## src/rtl/crc_stream_accum_pkg.sv

```systemverilog
// Shared definitions for the streaming CRC accumulator: CRC-32 constants,
// FSM state encoding and beat-geometry helpers.
package crc_stream_accum_pkg;

   localparam logic [31:0] CRC32_POLY   = 32'hEDB88320;
   localparam logic [31:0] CRC32_INIT   = 32'hFFFFFFFF;
   localparam logic [31:0] CRC32_XOROUT = 32'hFFFFFFFF;
   localparam logic [31:0] CRC32_CHECK  = 32'hCBF43926;  // CRC-32 of "123456789"

   typedef enum logic [1:0] {
      ST_IDLE = 2'd0,
      ST_RUN  = 2'd1,
      ST_DONE = 2'd2
   } state_e;

   function automatic int bytes_of(input int data_width);
      return data_width / 8;
   endfunction

   // Width of a field able to hold 0..BYTES inclusive.
   function automatic int nbytes_width(input int data_width);
      return $clog2(data_width / 8 + 1);
   endfunction

endpackage

```

## src/rtl/crc_stream_accum_byte_step.sv

```systemverilog
// One byte of a reflected (right-shift) CRC: folds an 8-bit byte, LSB first,
// into the running CRC. Purely combinational.
module crc_stream_accum_byte_step
   import crc_stream_accum_pkg::*;
#(
   parameter int                   CRC_WIDTH = 32,
   parameter logic [CRC_WIDTH-1:0] POLY      = CRC32_POLY[CRC_WIDTH-1:0]
) (
   input  logic [CRC_WIDTH-1:0] crc_in,
   input  logic [7:0]           data_byte,
   output logic [CRC_WIDTH-1:0] crc_out
);

   logic [CRC_WIDTH-1:0] c;
   logic                 fb;

   always_comb begin
      // NOTE: blocking assignments here are deliberate; each loop iteration
      // must see the value produced by the previous one.
      c  = crc_in;
      fb = 1'b0;
      for (int i = 0; i < 8; i++) begin
         fb = c[0] ^ data_byte[i];
         c  = c >> 1;
         if (fb) c = c ^ POLY;
      end
      crc_out = c;
   end

endmodule

```

## src/rtl/crc_stream_accum.sv

```systemverilog
// Streaming CRC accumulator: folds a multi-beat message (with optional
// partial final beat) into one CRC, one beat per clock.
module crc_stream_accum
   import crc_stream_accum_pkg::*;
#(
   parameter int          DATA_WIDTH = 32,
   parameter int          CRC_WIDTH  = 32,
   parameter logic [31:0] POLY       = CRC32_POLY,
   parameter logic [31:0] INIT       = CRC32_INIT,
   parameter logic [31:0] XOROUT     = CRC32_XOROUT
) (
   input  logic                                  clk,
   input  logic                                  rst,
   input  logic                                  start,
   input  logic                                  s_valid,
   output logic                                  s_ready,
   input  logic [DATA_WIDTH-1:0]                 s_data,
   input  logic                                  s_last,
   input  logic [nbytes_width(DATA_WIDTH)-1:0]   s_nbytes,
   output logic                                  crc_valid,
   output logic [CRC_WIDTH-1:0]                  crc_value,
   output logic                                  busy,
   output logic [31:0]                           byte_count,
   output logic                                  err
);

   localparam int                   BYTES    = bytes_of(DATA_WIDTH);
   localparam int                   NB_W     = nbytes_width(DATA_WIDTH);
   localparam logic [NB_W-1:0]      BYTES_NB = NB_W'(BYTES);
   localparam logic [CRC_WIDTH-1:0] POLY_C   = POLY[CRC_WIDTH-1:0];
   localparam logic [CRC_WIDTH-1:0] INIT_C   = INIT[CRC_WIDTH-1:0];
   localparam logic [CRC_WIDTH-1:0] XOROUT_C = XOROUT[CRC_WIDTH-1:0];

   state_e               state, state_nx;
   logic [CRC_WIDTH-1:0] crc_reg;
   logic [CRC_WIDTH-1:0] tap [BYTES+1];
   logic [CRC_WIDTH-1:0] fold_crc;
   logic [NB_W-1:0]      fold_n;
   logic                 nbytes_over;
   logic                 accept;
   logic [32:0]          count_sum;
   logic [31:0]          count_nx;

   // Restart always wins over a beat presented in the same cycle.
   assign s_ready = (state == ST_RUN) && !start;
   assign busy    = (state == ST_RUN);
   assign accept  = s_valid && s_ready;

   // Tap k is the CRC after folding bytes 0..k-1 of the current beat.
   assign tap[0] = crc_reg;
   for (genvar k = 0; k < BYTES; k++) begin : g_step
      crc_stream_accum_byte_step #(
         .CRC_WIDTH (CRC_WIDTH),
         .POLY      (POLY_C)
      ) u_step (
         .crc_in    (tap[k]),
         .data_byte (s_data[8*k +: 8]),
         .crc_out   (tap[k+1])
      );
   end

   always_comb begin
      // NOTE: every combinational output gets a default before any branch,
      // so no path leaves it unassigned and no latch is inferred.
      nbytes_over = 1'b0;
      fold_n      = BYTES_NB;
      if (s_last) begin
         if (s_nbytes > BYTES_NB) nbytes_over = 1'b1;
         else                     fold_n      = s_nbytes;
      end
   end

   always_comb begin
      fold_crc = tap[BYTES];
      for (int k = 0; k <= BYTES; k++) begin
         if (fold_n == NB_W'(k)) fold_crc = tap[k];
      end
   end

   // Saturating byte counter: the carry out of a 33-bit sum pins it at all-ones.
   always_comb begin
      count_sum = {1'b0, byte_count} + 33'(fold_n);
      count_nx  = count_sum[32] ? 32'hFFFF_FFFF : count_sum[31:0];
   end

   always_comb begin
      state_nx = state;
      case (state)
         ST_IDLE: state_nx = ST_IDLE;
         ST_RUN:  if (accept && s_last) state_nx = ST_DONE;
         ST_DONE: state_nx = ST_DONE;
         default: state_nx = ST_IDLE;
      endcase
      if (start) state_nx = ST_RUN;
   end

   always_ff @(posedge clk) begin
      // NOTE: sequential state uses non-blocking assignments only, so every
      // register samples the pre-edge values regardless of statement order.
      if (rst) state <= ST_IDLE;
      else     state <= state_nx;
   end

   always_ff @(posedge clk) begin
      if (rst || start) begin
         crc_reg    <= INIT_C;
         crc_value  <= '0;
         crc_valid  <= 1'b0;
         byte_count <= '0;
         err        <= 1'b0;
      end else begin
         if (accept) begin
            crc_reg    <= fold_crc;
            byte_count <= count_nx;
            if (s_last) begin
               crc_value <= fold_crc ^ XOROUT_C;
               crc_valid <= 1'b1;
               if (nbytes_over) err <= 1'b1;
            end
         end
         if (s_valid && (state != ST_RUN)) err <= 1'b1;
      end
   end

endmodule

```

## config.mk

```make
export PLATFORM = sky130hd
export DESIGN_NAME = crc_stream_accum
export DESIGN_NICKNAME = d
export VERILOG_FILES = /design/src/rtl/crc_stream_accum_pkg.sv /design/src/rtl/crc_stream_accum_byte_step.sv /design/src/rtl/crc_stream_accum.sv
export SDC_FILE = /design/constraint.sdc
export NUM_CORES = 1
export LEC_CHECK = 0
export BUFFER_PORTS_ARGS = -buffer_cell sky130_fd_sc_hd__buf_2
export CAP_MARGIN = 5
export CELL_PAD_IN_SITES_DETAIL_PLACEMENT = 1
export CELL_PAD_IN_SITES_GLOBAL_PLACEMENT = 2
export CORE_MARGIN = 4
export CORE_UTILIZATION = 41
export DETAILED_ROUTE_END_ITERATION = 12
export PLACE_DENSITY = 0.9
export SETUP_SLACK_MARGIN = 0.1
export SYNTH_ARGS = -nofsm -noshare
export SYNTH_HDL_FRONTEND = slang
export SYNTH_SLANG_ARGS = --single-unit
```

## constraint.sdc

```tcl
create_clock -name clk -period 8 [get_ports clk]
set_input_delay 0.4 -clock clk [delete_from_list [all_inputs] [get_ports clk]]
set_output_delay 0.4 -clock clk [all_outputs]
set_load 0.03 [all_outputs]
```

Word-level counts from Yosys, hierarchy flattened
Cells that the tools add are included.
Widths: inputs -> output; s select.
{ "word_totals": {"ff_bits": 100, "in_bits": 40, "word_cells": 145} }
{ "op_classes": {"n_addsub": 1, "order_cmp": 1, "eq_ne": 9, "mux": 49, "bitwise": 65, "n_reduce_logical": 13} }
{ "op_table": {"columns": ["operator", "n"], "rows": [
  ["$mux 32", 38],
  ["$not 13->14", 32],
  ["$add 32x3->33", 1],
  ["$not 32->32", 1],
  ["$xor 1x1->1", 32],
  ["$mux 1", 7],
  ["$eq 3x2->1 const B", 2],
  ["$mux 3", 2],
  ["$reduce_bool 2->1", 3],
  ["$logic_and 1x1->1", 4],
  ["$ne 2x1->1 const B", 2],
  ["$pmux 2 s2", 1],
  ["$eq 3x1->1 const B", 1],
  ["$eq 3x3->1 const B", 1],
  ["$gt 3x3->1 const B", 1],
  ["$logic_not 3->1", 1],
  ["$ne 3x2->1 const B", 1],
  ["$reduce_and 3->1", 1],
  ["$eq 2x1->1 const B", 1],
  ["$eq 2x2->1 const B", 1],
  ["$mux 2", 1],
  ["$reduce_and 2->1", 1],
  ["$reduce_or 2->1", 1],
  ["$logic_not 1->1", 1],
  ["$logic_or 1x1->1", 1]
]} }

Logic depth before layout (Yosys ltp)
{ "depth": {"word_depth": 70, "ltp_mapped": 16, "mapped_depth_nobuf": 15} }

By module
A second synthesis with hierarchy kept.
{ "unflattened": {"hier_cells": 925, "area_unflattened_um2": 8334.2} }
{ "by_module_without_submodules": {"columns": ["module", "instances", "cells_per_inst", "area_each_um2"], "rows": [
  ["crc_stream_accum", 1, 641, 5226.3],
  ["crc_stream_accum_byte_step", 4, 71, 777.0]
]} }

Worst setup path before layout
No wires, ideal clock.
{ "synth_timing": {"kind": "register to register", "startpoint": "reg crc_reg[2]", "endpoint": "reg crc_value[18]", "setup_ns": 0.137, "arrival_time_ns": 3.998, "setup_slack_ns": 3.865, "path_stages_with_launch": 11, "synth_period_minus_slack_ns": 4.135, "cell_sequence": "dfxtp_1 > xnor2_2 > xnor3_2 > xnor3_2 > xor3_2 > xnor3_2 > xor2_4 > xor3_2 > xnor3_1 > nand2_1 > a31oi_1"} }
{ "synth_between": {"elab_chain_len": 52, "elab_cells_between_ends": 81, "cone_classes": "mux: 37; bitwise: 44"} }
{ "synth_rtl": {"columns": ["item", "line_no", "source"], "rows": [
  ["start: declaration", "crc_stream_accum.sv:35", "logic [CRC_WIDTH-1:0] crc_reg;"],
  ["start signal: assignment", "crc_stream_accum.sv:113", "crc_reg <= fold_crc;"],
  ["$mux 32 (*) (2 in a row)", "crc_stream_accum_byte_step.sv:25", "if (fb) c = c ^ POLY;"],
  ["$xor 1x1->1 (*)", "crc_stream_accum_byte_step.sv:23", "fb = c[0] ^ data_byte[i];"],
  ["$mux 32 (*) (6 in a row)", "crc_stream_accum_byte_step.sv:25", null],
  ["$xor 1x1->1, or another cell as far along", "crc_stream_accum_byte_step.sv:23", null],
  ["$mux 32", "crc_stream_accum_byte_step.sv:25", null],
  ["$not 13->14 (no source line) or $mux 32 (tied branches)", null, null],
  ["$mux 32 (3 in a row)", "crc_stream_accum_byte_step.sv:25", null],
  ["$not 13->14 (no source line) or $xor 1x1->1 (tied branches)", null, null],
  ["[... 24 more ...]", null, null],
  ["$mux 32", "crc_stream_accum_byte_step.sv:25", null],
  ["$not 13->14 (no source line)", null, null],
  ["$mux 32", "crc_stream_accum_byte_step.sv:25", null],
  ["$not 13->14 (no source line)", null, null],
  ["$mux 32 (2 in a row)", "crc_stream_accum_byte_step.sv:25", null],
  ["$mux 32 (4 in a row)", "crc_stream_accum.sv:76", "if (fold_n == NB_W'(k)) fold_crc = tap[k];"],
  ["$mux 32 (*)", "crc_stream_accum.sv:76", null],
  ["$not 32->32 (no source line) (*)", null, null],
  ["end signal: assignment", "crc_stream_accum.sv:116", "crc_value <= fold_crc ^ XOROUT_C;"],
  ["end: declaration", "crc_stream_accum.sv:21", "output logic [CRC_WIDTH-1:0] crc_value,"]
]} }
Mark *: on every way between the ends. The rest lies on a longest branch, timed or not.
A chain may end at the register's enable or synchronous reset.

Final worst setup path
{ "layout_timing": {"startpoint": "reg crc_reg[6]", "endpoint": "reg crc_value[19]"} }
{ "layout_between": {"elab_chain_len": 50, "elab_cells_between_ends": 76, "cone_classes": "mux: 37; bitwise: 39"} }
{ "layout_rtl": {"columns": ["item", "line_no"], "rows": [
  ["$not 13->14 (no source line)", null],
  ["$mux 32 (*) (6 in a row)", "crc_stream_accum_byte_step.sv:25"],
  ["$xor 1x1->1 (*)", "crc_stream_accum_byte_step.sv:23"],
  ["$mux 32 (*) (2 in a row)", "crc_stream_accum_byte_step.sv:25"],
  ["$mux 32", "crc_stream_accum_byte_step.sv:25"],
  ["$mux 32 or $not 13->14 (tied branches)", null],
  ["$mux 32", "crc_stream_accum_byte_step.sv:25"],
  ["$mux 32 or $not 13->14 (tied branches)", null],
  ["[... 25 more ...]", null],
  ["$mux 32", "crc_stream_accum_byte_step.sv:25"],
  ["$not 13->14 (no source line)", null],
  ["$mux 32", "crc_stream_accum_byte_step.sv:25"],
  ["$not 13->14 (no source line)", null],
  ["$mux 32", "crc_stream_accum_byte_step.sv:25"],
  ["$mux 32 (4 in a row)", "crc_stream_accum.sv:76"],
  ["$mux 32 (*)", "crc_stream_accum.sv:76"],
  ["$not 32->32 (no source line) (*)", null]
]} }
Marks and branches as above.

==> run_summary.xml <==
<?xml version="1.0" encoding="UTF-8"?>
<metrics>
  <group name="run_status">
    <metric name="run_status" unit="">complete, no violations</metric>
  </group>
  <group name="cts">
    <metric name="postCtsHoldBufs" unit="">0</metric>
    <metric name="numCtsBuffers" unit="">9</metric>
    <metric name="clock_insertion_delay_worst_skew" unit="ns">0.35</metric>
    <metric name="tritoncts" unit="">yes</metric>
    <metric name="cts-root-to-sink-buffers" unit="">2</metric>
    <metric name="clockRootBuffer" unit="">clkbuf_16</metric>
    <metric name="cts_setup_buffers" unit="">0</metric>
    <metric name="cts.reportedPaths.clkPinSlew" unit="ns">0.07</metric>
    <metric name="tritoncts_num_sinks" unit="">100</metric>
    <metric name="cts_resized" unit="">0</metric>
    <metric name="ctsHtreeMaxLevel" unit="">3</metric>
  </group>
  <group name="sta">
    <metric name="finalSetupViolations" unit="">0</metric>
    <metric name="timing.final.max_slew_violations" unit="">0</metric>
    <metric name="slew_headroom" unit="%">27.5</metric>
    <metric name="post-route-min-period" unit="ns">5.09</metric>
    <metric name="final.setup.worst_slack" unit="ns">2.91</metric>
    <metric name="layout_worst_path_cycle_share" unit="%">63.6</metric>
    <metric name="setup_repair_after_global_routing_missed_its_margin" unit="">no</metric>
    <metric name="skew" unit="ns">0.0144</metric>
    <metric name="hold_viol" unit="">0</metric>
    <metric name="tns" unit="ns">0</metric>
    <metric name="clock.fmax" unit="GHz">0.196</metric>
    <metric name="worst_pin_slew" unit="ns">1.08</metric>
  </group>
  <group name="drt">
    <metric name="number_of_iterations_in_the_first_detailed_routing_pass" unit="">5</metric>
    <metric name="post_drt_via_cell_ratio" unit="">5.78</metric>
    <metric name="met3RoutedLength" unit="um">2670</metric>
    <metric name="avgRoutedWirePerCell" unit="um">25.3</metric>
    <metric name="dr_total_vias" unit="">7774</metric>
    <metric name="met2_wirelength" unit="um">15500</metric>
    <metric name="drt.antenna.violating_nets" unit="">0</metric>
    <metric name="routed_wire_length" unit="um">34100</metric>
    <metric name="detail_route.drc_violations" unit="">0</metric>
    <metric name="drtIter0Drc" unit="">624</metric>
    <metric name="route.top_layer_used" unit="">met5</metric>
    <metric name="wl_met1" unit="um">14700</metric>
  </group>
  <group name="worst_setup_path">
    <metric name="slack_of_the_worst_reg_to_reg_path" unit="ns">2.91</metric>
    <metric name="r2r_end" unit="">crc_value[19]</metric>
    <metric name="worst-endpoint-arrival" unit="ns">5.37</metric>
    <metric name="number_of_stages_on_the_worst_setup_path" unit="">11</metric>
    <metric name="cp-startpoint" unit="">crc_reg[6]</metric>
    <metric name="timing_worst_setup_path_type" unit="">reg2reg</metric>
    <metric name="critical-path-top-cell-by-count" unit="">xnor2_2</metric>
    <metric name="cp_slowest_stage_delay" unit="ns">0.62</metric>
    <metric name="required" unit="ns">8.28</metric>
    <metric name="worst_path_top_cell_family_by_delay" unit="">XOR/XNOR gates</metric>
    <metric name="worstPathMaxFanout" unit="">14</metric>
    <metric name="cp_cell_sequence" unit="">xnor2_2, xnor2_2, xnor2_4, xnor3_1, xnor2_4, xnor3_2, xnor2_2, xnor3_1, o22ai_1, a22oi_1, nor2_1</metric>
    <metric name="timing.critical_path.from_type" unit="">flop</metric>
    <metric name="timing.critical_path.to_type" unit="">flop</metric>
    <metric name="worstSetupEndpoint" unit="">crc_value[19]</metric>
    <metric name="r2r-start" unit="">crc_reg[6]</metric>
    <metric name="rr_worst_depth" unit="">11</metric>
    <metric name="cp_num_buf_inv" unit="">0</metric>
    <metric name="slowest_stage" unit="">xnor2_2</metric>
  </group>
  <group name="layout">
    <metric name="drive_above_1_share" unit="%">18.7</metric>
    <metric name="finalNetCount" unit="">1101</metric>
    <metric name="stdcell_area" unit="um^2">10600</metric>
    <metric name="antenna_cells" unit="">0</metric>
    <metric name="layout.filler_cells" unit="">2662</metric>
    <metric name="final_core_util" unit="%">46.5</metric>
    <metric name="area.growth.synth_to_final" unit="%">11.6</metric>
  </group>
  <group name="logic_synthesis">
    <metric name="synth.yosys.warnings" unit="">0</metric>
    <metric name="area_share_of_and_or_nand_nor_cells_after_synthesis" unit="%">9.75</metric>
    <metric name="synth-compound-area-share" unit="%">14.2</metric>
    <metric name="synthesis_stage_register_bit_count" unit="">100</metric>
    <metric name="synth_ff_type" unit="">dfxtp_1</metric>
    <metric name="number_of_standard_cells_after_synthesis" unit="">981</metric>
    <metric name="dominant_combinational_cell_family_by_area_after_synthesis" unit="">XOR/XNOR gates</metric>
    <metric name="synth_enable_flop_cells" unit="">0</metric>
    <metric name="yosys.area_share.adder" unit="%">0.740</metric>
    <metric name="async_reset_ff_share" unit="%">0</metric>
    <metric name="yosys-mux-area-fraction" unit="%">3.13</metric>
    <metric name="yosys.cell_types.count" unit="">61</metric>
    <metric name="post_synth_xor_area_fraction" unit="%">48.2</metric>
    <metric name="postSynthNetCount" unit="">1026</metric>
    <metric name="avg_cell_area_syn" unit="um^2">9.65</metric>
    <metric name="synth_seq_area_share" unit="%">21.1</metric>
    <metric name="synthesis.area" unit="um^2">9470</metric>
  </group>
  <group name="die">
    <metric name="floorplan.core_area" unit="um^2">22700</metric>
    <metric name="floorplan.die.height" unit="um">160</metric>
    <metric name="area_of_the_die" unit="um^2">25600</metric>
    <metric name="floorplan.initialDensity" unit="%">41.7</metric>
    <metric name="fp.dieW" unit="um">160</metric>
    <metric name="core.rowCount" unit="">55</metric>
    <metric name="top_level_ports" unit="">108</metric>
  </group>
  <group name="global_route">
    <metric name="groute.usage.overall" unit="%">26.4</metric>
    <metric name="grt_first_pass_wirelength" unit="um">51500</metric>
    <metric name="antenna_found_initial" unit="">1</metric>
    <metric name="globalRouteOverflowTotal" unit="">0</metric>
    <metric name="number_of_global_route_vias_before_repair" unit="">7941</metric>
    <metric name="grt_start_max_net_pins" unit="">69</metric>
  </group>
  <group name="worst_hold_path">
    <metric name="hold_depth" unit="">2</metric>
    <metric name="class_of_the_tightest_hold_or_removal_check" unit="">in2reg</metric>
  </group>
  <group name="placement">
    <metric name="dpl-instance-area" unit="um^2">10200</metric>
    <metric name="dpl.hpwl" unit="um">26800</metric>
    <metric name="globalplace.congestion" unit="">0.996</metric>
    <metric name="pre_cts_slack" unit="ns">2.89</metric>
    <metric name="numPortBuffers" unit="">107</metric>
  </group>
  <group name="run">
    <metric name="max_cap_violations" unit="">0</metric>
  </group>
</metrics>
## synth_stat cells (7+ instances only)
| master | instances | area share, % |
|---|---|---|
| mux4_2 | 10 | 2.4 |
| xnor2_4 | 10 | 2.9 |
| o211ai_1 | 12 | 0.95 |
| a31oi_1 | 7 | 0.46 |
| nor2_1 | 66 | 2.6 |
| dfxtp_1 | 100 | 21 |
| and3_1 | 8 | 0.53 |
| xnor2_1 | 182 | 17 |
| nand4_1 | 8 | 0.53 |
| nand2_1 | 78 | 3.1 |
| nand3_1 | 9 | 0.48 |
| and2_1 | 7 | 0.46 |
| o21a_1 | 7 | 0.55 |
| a211oi_1 | 16 | 1.3 |
| xnor3_2 | 15 | 3.8 |
| o21ai_0 | 48 | 2.5 |
| clkbuf_1 | 47 | 1.9 |
| xor2_1 | 76 | 7.0 |
| inv_1 | 13 | 0.52 |
| xnor3_1 | 53 | 13 |
| nor2b_1 | 9 | 0.59 |
| xnor2_2 | 15 | 2.6 |
| a21oi_1 | 89 | 4.7 |
## worst register-to-register path: stages, from the launching register on
cell	delay, ns
dfxtp_1	0.37
xnor2_2	0.62
xnor2_2	0.34
xnor2_4	0.48
xnor3_1	0.53
xnor2_4	0.59
xnor3_2	0.62
xnor2_2	0.54
xnor3_1	0.47
o22ai_1	0.23
a22oi_1	0.10
nor2_1	0.12
## final cells by class
class / count / area [um^2] / area share (%)
timing repair buffer: 119 / 626 / 5.92
inverter: 14 / 52.6 / 0.497
sequential: 100 / 2000 / 18.9
tap: 285 / 357 / 3.37
clock buffer: 11 / 243 / 2.30
clock inverter: 5 / 82.6 / 0.781
multi-input combinational: 812 / 7210 / 68.2
## worst min-delay path by stage
stage,start,slack [ns],endpoint
3_3_place_gp,crc_value[9],0.45,crc_value[9]
6_report,rst,0.25,state[0]
3_5_place_dp,crc_value[9],0.45,crc_value[9]
2_1_floorplan,state[0],0.47,state[0]
4_1_cts,rst,0.25,state[0]
5_1_grt,rst,0.26,state[0]
## per-layer routing
metal	vias up	track usage, %
met1	3874	36.4
li1	3534	-
met3	62	5.91
met5	-	0
met4	2	8.76
met2	302	41.2
## cell usage in the layout, fill, tap and decap left out, types with 6 or more instances in the layout
cell type and instances:
xnor2_1 182, nor2_1 65, a211oi_1 16, xnor2_4 10, xnor3_1 53, buf_4 12
nand2_1 78, nor2b_1 8, a31oi_1 7, and3_1 8, inv_1 13, xnor3_2 15
clkbuf_16 9, nand3_1 9, nor3_1 6, a21oi_1 89, o21a_1 7, dfxtp_1 100
and2_1 7, mux2i_1 6, mux4_2 10, xnor2_2 15, nand4_1 8, a21o_1 6
xor2_1 76, o211ai_1 12, o21ai_0 48, buf_2 107
## metrics by stage
stage          hold slack, ns  std cells
4_1_cts                 0.246       1346
2_1_floorplan           0.467        981
3_3_place_gp            0.448       1330
5_1_grt                 0.263       1346
6_report                0.252       1346
3_5_place_dp            0.451       1330
## cell families (layout without fill, tap and decap cells)
group | count (synthesis) | after routing
compound gates | 222 | 222
flops | 100 | 100
mux | 17 | 17
buf+inv | 69 | 149
fa+ha+maj | 5 | 5
simple gates | 206 | 206
xor+xnor | 362 | 362
Power is left out: the tool's default activity adds up to more than one toggle a clock period on the data nets, which glitch-free logic cannot reach.
